### src/rtl/dual_issue_sequencer_pkg.sv
// Shared decode constants, FSM state type and register-use decode for the dual-issue sequencer.
package dual_issue_pkg;

  localparam logic [6:0] OP_RTYPE = 7'b0110011;
  localparam logic [6:0] OP_ITYPE = 7'b0010011;
  localparam logic [6:0] OP_LUI   = 7'b0110111;

  localparam int OPC_LSB = 0;
  localparam int OPC_MSB = 6;
  localparam int RD_LSB  = 7;
  localparam int RD_MSB  = 11;
  localparam int RS1_LSB = 15;
  localparam int RS1_MSB = 19;
  localparam int RS2_LSB = 20;
  localparam int RS2_MSB = 24;

  typedef enum logic {IDLE, SPLIT} seq_state_e;

  typedef struct packed {
    logic       wr;
    logic       use_rs1;
    logic       use_rs2;
    logic [4:0] rd;
    logic [4:0] rs1;
    logic [4:0] rs2;
  } instr_use_t;

  // f holds the low instruction bits up to rs2; nz flags a non-NOP word.
  function automatic instr_use_t decode_use(input logic [RS2_MSB:0] f, input logic nz);
    instr_use_t u;
    logic [6:0] opc;
    opc       = f[OPC_MSB:OPC_LSB];
    u.rd      = f[RD_MSB:RD_LSB];
    u.rs1     = f[RS1_MSB:RS1_LSB];
    u.rs2     = f[RS2_MSB:RS2_LSB];
    u.wr      = nz && (u.rd != 5'd0) &&
                (opc == OP_RTYPE || opc == OP_ITYPE || opc == OP_LUI);
    u.use_rs1 = (opc == OP_RTYPE) || (opc == OP_ITYPE);
    u.use_rs2 = (opc == OP_RTYPE);
    return u;
  endfunction

endpackage

### src/rtl/dual_issue_sequencer_hazard.sv
// Combinational intra-pair RAW/WAW detector; x0 destinations never create a hazard.
module pair_hazard_detect
  import dual_issue_pkg::*;
#(
  parameter int XLEN = 32
) (
  input  logic [XLEN-1:0] instr0,
  input  logic [XLEN-1:0] instr1,
  output logic            hazard,
  output logic            raw,
  output logic            waw
);

  instr_use_t u0, u1;
  logic       nz1;

  assign u0  = decode_use(instr0[RS2_MSB:0], |instr0);
  assign u1  = decode_use(instr1[RS2_MSB:0], |instr1);
  assign nz1 = |instr1;

  // u0.wr already excludes rd0 == x0, so matching x0 sources cannot fire.
  assign raw    = u0.wr && nz1 &&
                  ((u1.use_rs1 && (u1.rs1 == u0.rd)) || (u1.use_rs2 && (u1.rs2 == u0.rd)));
  assign waw    = u0.wr && nz1 && u1.wr && (u1.rd == u0.rd);
  assign hazard = raw || waw;

endmodule

### src/rtl/dual_issue_sequencer.sv
// Dual-issue pair sequencer: issues independent pairs together, splits dependent pairs over two cycles.
// Optional perf counters (pair_cnt, split_cnt) are built when DUAL_ISSUE_PERF_EN is defined.
module dual_issue_sequencer
  import dual_issue_pkg::*;
#(
  parameter int XLEN = 32
`ifdef DUAL_ISSUE_PERF_EN
  , parameter int CNT_W = 16
`endif
) (
  input  logic            clk,
  input  logic            n_rst,
  input  logic            pair_valid,
  input  logic [XLEN-1:0] instr0,
  input  logic [XLEN-1:0] instr1,
  input  logic            stall,
  output logic            pair_ready,
  output logic            dp1_en,
  output logic            dp2_en,
  output logic [XLEN-1:0] dp1_instr,
  output logic [XLEN-1:0] dp2_instr,
  output logic            freeze1,
  output logic            freeze2,
  output logic            split_active
`ifdef DUAL_ISSUE_PERF_EN
  , output logic [CNT_W-1:0] pair_cnt
  , output logic [CNT_W-1:0] split_cnt
`endif
);

  seq_state_e            state, nxt_state;
  logic [1:0]            en_q, nxt_en;
  logic [1:0][XLEN-1:0]  instr_q, nxt_instr;
  logic                  hazard, raw, waw;
  logic                  split_evt;

  pair_hazard_detect #(.XLEN(XLEN)) u_hzd (
    .instr0 (instr0),
    .instr1 (instr1),
    .hazard (hazard),
    .raw    (raw),
    .waw    (waw)
  );

  always_comb begin
    nxt_state  = state;
    nxt_en     = en_q;
    nxt_instr  = instr_q;
    pair_ready = 1'b0;
    split_evt  = 1'b0;
    if (!stall) begin
      nxt_en = 2'b00;
      case (state)
        IDLE: if (pair_valid) begin
          nxt_instr[0] = instr0;
          if (hazard) begin
            nxt_en    = 2'b01;
            nxt_state = SPLIT;
            split_evt = 1'b1;
          end else begin
            pair_ready   = 1'b1;
            nxt_en       = {|instr1, |instr0};
            nxt_instr[1] = instr1;
          end
        end
        SPLIT: begin
          // Pop happens here; a dropped pair_valid simply abandons slot 1.
          pair_ready = 1'b1;
          nxt_state  = IDLE;
          if (pair_valid) begin
            nxt_en       = 2'b10;
            nxt_instr[1] = instr1;
          end
        end
        default: nxt_state = IDLE;
      endcase
    end
  end

  always_ff @(posedge clk or negedge n_rst) begin
    if (!n_rst) state <= IDLE;
    else        state <= nxt_state;
  end

  always_ff @(posedge clk or negedge n_rst) begin
    if (!n_rst) begin
      en_q    <= '0;
      instr_q <= '0;
    end else begin
      en_q    <= nxt_en;
      instr_q <= nxt_instr;
    end
  end

  assign dp1_en       = en_q[0];
  assign dp2_en       = en_q[1];
  assign dp1_instr    = instr_q[0];
  assign dp2_instr    = instr_q[1];
  assign freeze1      = ~en_q[0];
  assign freeze2      = ~en_q[1];
  assign split_active = (state == SPLIT);

`ifdef DUAL_ISSUE_PERF_EN
  logic pop;
  assign pop = pair_valid && pair_ready;

  always_ff @(posedge clk or negedge n_rst) begin
    if (!n_rst) begin
      pair_cnt  <= '0;
      split_cnt <= '0;
    end else begin
      if (pop && (pair_cnt != '1))        pair_cnt  <= pair_cnt + CNT_W'(1);
      if (split_evt && (split_cnt != '1)) split_cnt <= split_cnt + CNT_W'(1);
    end
  end
`endif

endmodule
### config.mk
export PLATFORM = sky130hd
export DESIGN_NAME = dual_issue_sequencer
export DESIGN_NICKNAME = d
export VERILOG_FILES = /design/src/rtl/dual_issue_sequencer_pkg.sv /design/src/rtl/dual_issue_sequencer_hazard.sv /design/src/rtl/dual_issue_sequencer.sv
export SDC_FILE = /design/constraint.sdc
export NUM_CORES = 1
export LEC_CHECK = 0
export CAP_MARGIN = 10
export CORE_MARGIN = 5
export CORE_UTILIZATION = 45
export DETAILED_ROUTE_END_ITERATION = 10
export GPL_ROUTABILITY_DRIVEN = 0
export PLACE_DENSITY = 0.87
export SYNTH_ARGS = -nofsm -noshare
export SYNTH_HDL_FRONTEND = slang
export SYNTH_SLANG_ARGS = --single-unit
### constraint.sdc
create_clock -name clk -period 4.6 [get_ports clk]
set_clock_uncertainty 0.15 [all_clocks]
set_input_delay 0.92 -clock clk [delete_from_list [all_inputs] [get_ports clk]]
set_output_delay 0.92 -clock clk [all_outputs]
set_load 0.02 [all_outputs]
==> results by group <==
Worst setup path
  – Worst path required time: 3530 ps
  – Worst setup SP type: input pin
  – CP startpoint: instr0[9]
  – CP max-delay cell: clkdlybuf4s50_1
  – Crit. End Element: primary output
  – Arr. time, crit path: about 3000 ps
  – Max incr delay on CP: 570 ps
  – Worst Path Max Fanout: 5
  – CP bufs+invs: 2
  – WS Path Type: in2out
  – Cell family with most CP delay: buffers and inverters
  – Worst-path cell chain: clkdlybuf4s50_1, xnor2_1, nand4bb_1, or4_1, a21oi_1, o22ai_1, dlymetal6s2s_1
  – Worst r2r src: split_active$_DFFE_PN0N_

Power
  – Tot Pwr: 1.86 mW
  – Static Leakage: roughly 2 nW
  – Max IR drop VDD: 0.000238 V
  – Power density cells: 388 mW/mm^2

Placement
  – Port Buffers: between 100 and 150
  – Half-perimeter wire length after placement: 6.61 mm
  – Placed Area: about 0.0045 mm^2
  – Cells after DPL: 429

Timing
  – Tcrit/Tclk final: 0.886
  – Slew @ Worst Pin: around 900 ps
  – Hold slack: 356 ps
  – Tmin final: 4070 ps
  – Max_slew headroom: 0.385
  – Setup TNS Final: 0 ps
  – Unrepaired setup endpoints after global routing: false
  – FMAX: 245 MHz
  – Hold Vio Cnt, Final: 0
  – Final setup viols: 0
  – Pins Over Slew Limit: 0

Global route
  – Total track usage: 0.209
  – Antenna violations before repair: 0
  – Vias in the first global route: 2701
  – Largest net degree at the start of global routing: 43
  – First-pass GRT wire length: 13.8 mm
  – GRT overflow: 0

Routing
  – First DRT Iteration DRCs: 64
  – Final ANT Viol Nets: 0
  – Vias: 2363
  – Final wirelength: 8.71 mm
  – # DRC: 0
  – DR WL/cell: around 20 um
  – DRT Pass-1 Iters: 5
  – Via/cell ratio: roughly 5.3

Outcome
  – Status: finished clean

Layout
  – Design area: 0.00478 mm^2
  – Final Instance Count excl. Fillers: 445
  – P&R area growth vs syn: 55.6%
  – ANT cells: 0
  – Share of cells above drive strength 1: 0.247
  – Post-layout net count: 428

Synth
  – Yosys synthesis warning count: 0
  – Mapped Area: 0.00307 mm^2
  – Number of synthesized register bits: between 60 and 70
  – Register area share after synthesis: 0.546
  – Syn Area/Cell: 14.4 um^2
  – Top post-synthesis cells by area: dfrtp_1 55%, mux2_4 15%, mux2_2 12%
  – Yosys top cell area share: 0.546
  – Synth area leader: dfrtp_1
  – Syn nets: 281
  – Netlist cell types: 29
  – Cell count after synthesis: roughly 210

Clocking
  – Clock tree sinks: 67
  – Clock Latency Late Sink: roughly 330 ps
  – H-tree levels: 3
  – CTS clk-pin slew, worst paths: 80 ps
  – Clk root buf: clkbuf_8
  – Num CTS Buffers: 9
  – Clock tree buffer depth: 2
  – CTS tree: built

Floorplan
  – # IOs: between 100 and 150
  – FP Rows: 30
  – Core area: 0.00672 mm^2
  – Die footprint: 0.00858 mm^2
  – Starting density of the core: 0.457
  – Chip Height: 92.6 um
  – DIE WIDTH: 92.6 um

Job
  – Max-cap viol count: 0

Min path
  – Hold path startpoint: dp2_instr[6]$_DFFE_PN0P_
  – Hold Path Class: reg2reg
[cells in the final DEF (no fill, tap or decap)]
cell type          n
clkdlybuf4s50_1  135
dfrtp_1           67
mux2_2            34
mux2_4            30
xnor2_1           14
nor4_1            14
clkbuf_8          10
nand4_1            6
buf_4              6
nor2_1             5
nand2_1            4
nor3_1             4
inv_1              3
or4_1              3
bufinv_16          3
nor2b_1            2
nand3_1            2
o22ai_1            2
a22oi_1            2
a22o_1             2
clkinv_2           2
and3_1             1
a41oi_1            1
xor2_1             1
nand4bb_1          1
nor4_2             1
or3_4              1
a21oi_1            1
nand2b_1           1
and2b_1            1
o31ai_4            1
nor2_2             1
o31ai_1            1
clkbuf_1           1
buf_2              1
dlymetal6s2s_1     1
[report_power, final]
| part | total [mW] | internal, mW | switching (mW) |
|---|---|---|---|
| logic | 0.543 | 0.304 | 0.240 |
| clock network | 0.592 | 0.373 | 0.218 |
| registers | 0.722 | 0.674 | 0.0478 |
[logic make-up after synthesis]
kind of cell | after synthesis | synth area share
buffers and inverters | 10 | 0.0195
DFF | 67 | 0.546
AOI/OAI and AO/OA | 10 | 0.0285
and+or+nand+nor | 47 | 0.0921
xor gates and xnor gates | 15 | 0.0428
muxes | 64 | 0.271
[synth_stat cells]
master,count
or4_1,3
nor4_2,1
and2b_1,1
buf_6,3
nand3_1,2
nor4_1,14
xor2_1,1
mux2_4,30
nor3_1,4
nor2b_1,2
xnor2_1,14
o31ai_4,1
o31ai_1,1
nand2b_1,1
mux2_2,34
nor2_1,6
clkbuf_1,4
inv_1,3
nand4_1,6
a22o_1,2
o22ai_1,2
a21oi_1,1
or3_4,1
nand2_1,4
nand4bb_1,1
dfrtp_1,67
a22oi_1,2
a41oi_1,1
and3_1,1
[sequential cells by signal (all words and copies together), names as in the netlist]
signal / cells
dp1_instr: 32
dp2_instr: 32
en_q: 2
split_active: 1
[per-layer routing]
layer | routed length [um] | GRT usage
met1 | 3630 | 0.247
met2 | 3990 | 0.340
met3 | 1000 | 0.0861
met4 | 93 | 0.0818
met5 | 0 | 0
[final timing paths]
check                      cells after the start                        to  slack, ps
min in group asynchronous                      1  dp2_instr[0]$_DFFE_PN0P_        580
min                                            1  dp2_instr[6]$_DFFE_PN0P_        360
max in group asynchronous                      2  dp1_instr[3]$_DFFE_PN0P_       2830
min reg2reg                                    1  dp2_instr[6]$_DFFE_PN0P_        360
max                                            7                pair_ready        530
max reg2reg                                    3  dp2_instr[7]$_DFFE_PN0P_       2700
[through the flow]
step           utilization  worst slack, ps
2_1_floorplan            -             1160
3_3_place_gp         0.675              183
3_5_place_dp         0.675              147
4_1_cts              0.711              136
5_1_grt              0.712              361
6_report             0.712              526
[area by class of cell]
type / instances / area, um^2
Clock inverter: 5 / 100
Inverter: 3 / 11.3
Clock buffer: 11 / 141
Multi-Input combinational cell: 136 / 1340
Fill cell: 471 / 1940
Sequential cell: 67 / 1680
Timing Repair Buffer: 143 / 1410
Tap cell: 80 / 100
[timing repair]
item                                    4_1_cts  5_1_grt
endpoints found under the setup margin        0        1
hold buffers                                  0        0
gates resized for setup                       0        1
buffers inserted                              0        0
No activity file was read; power rests on OpenSTA's default activity.
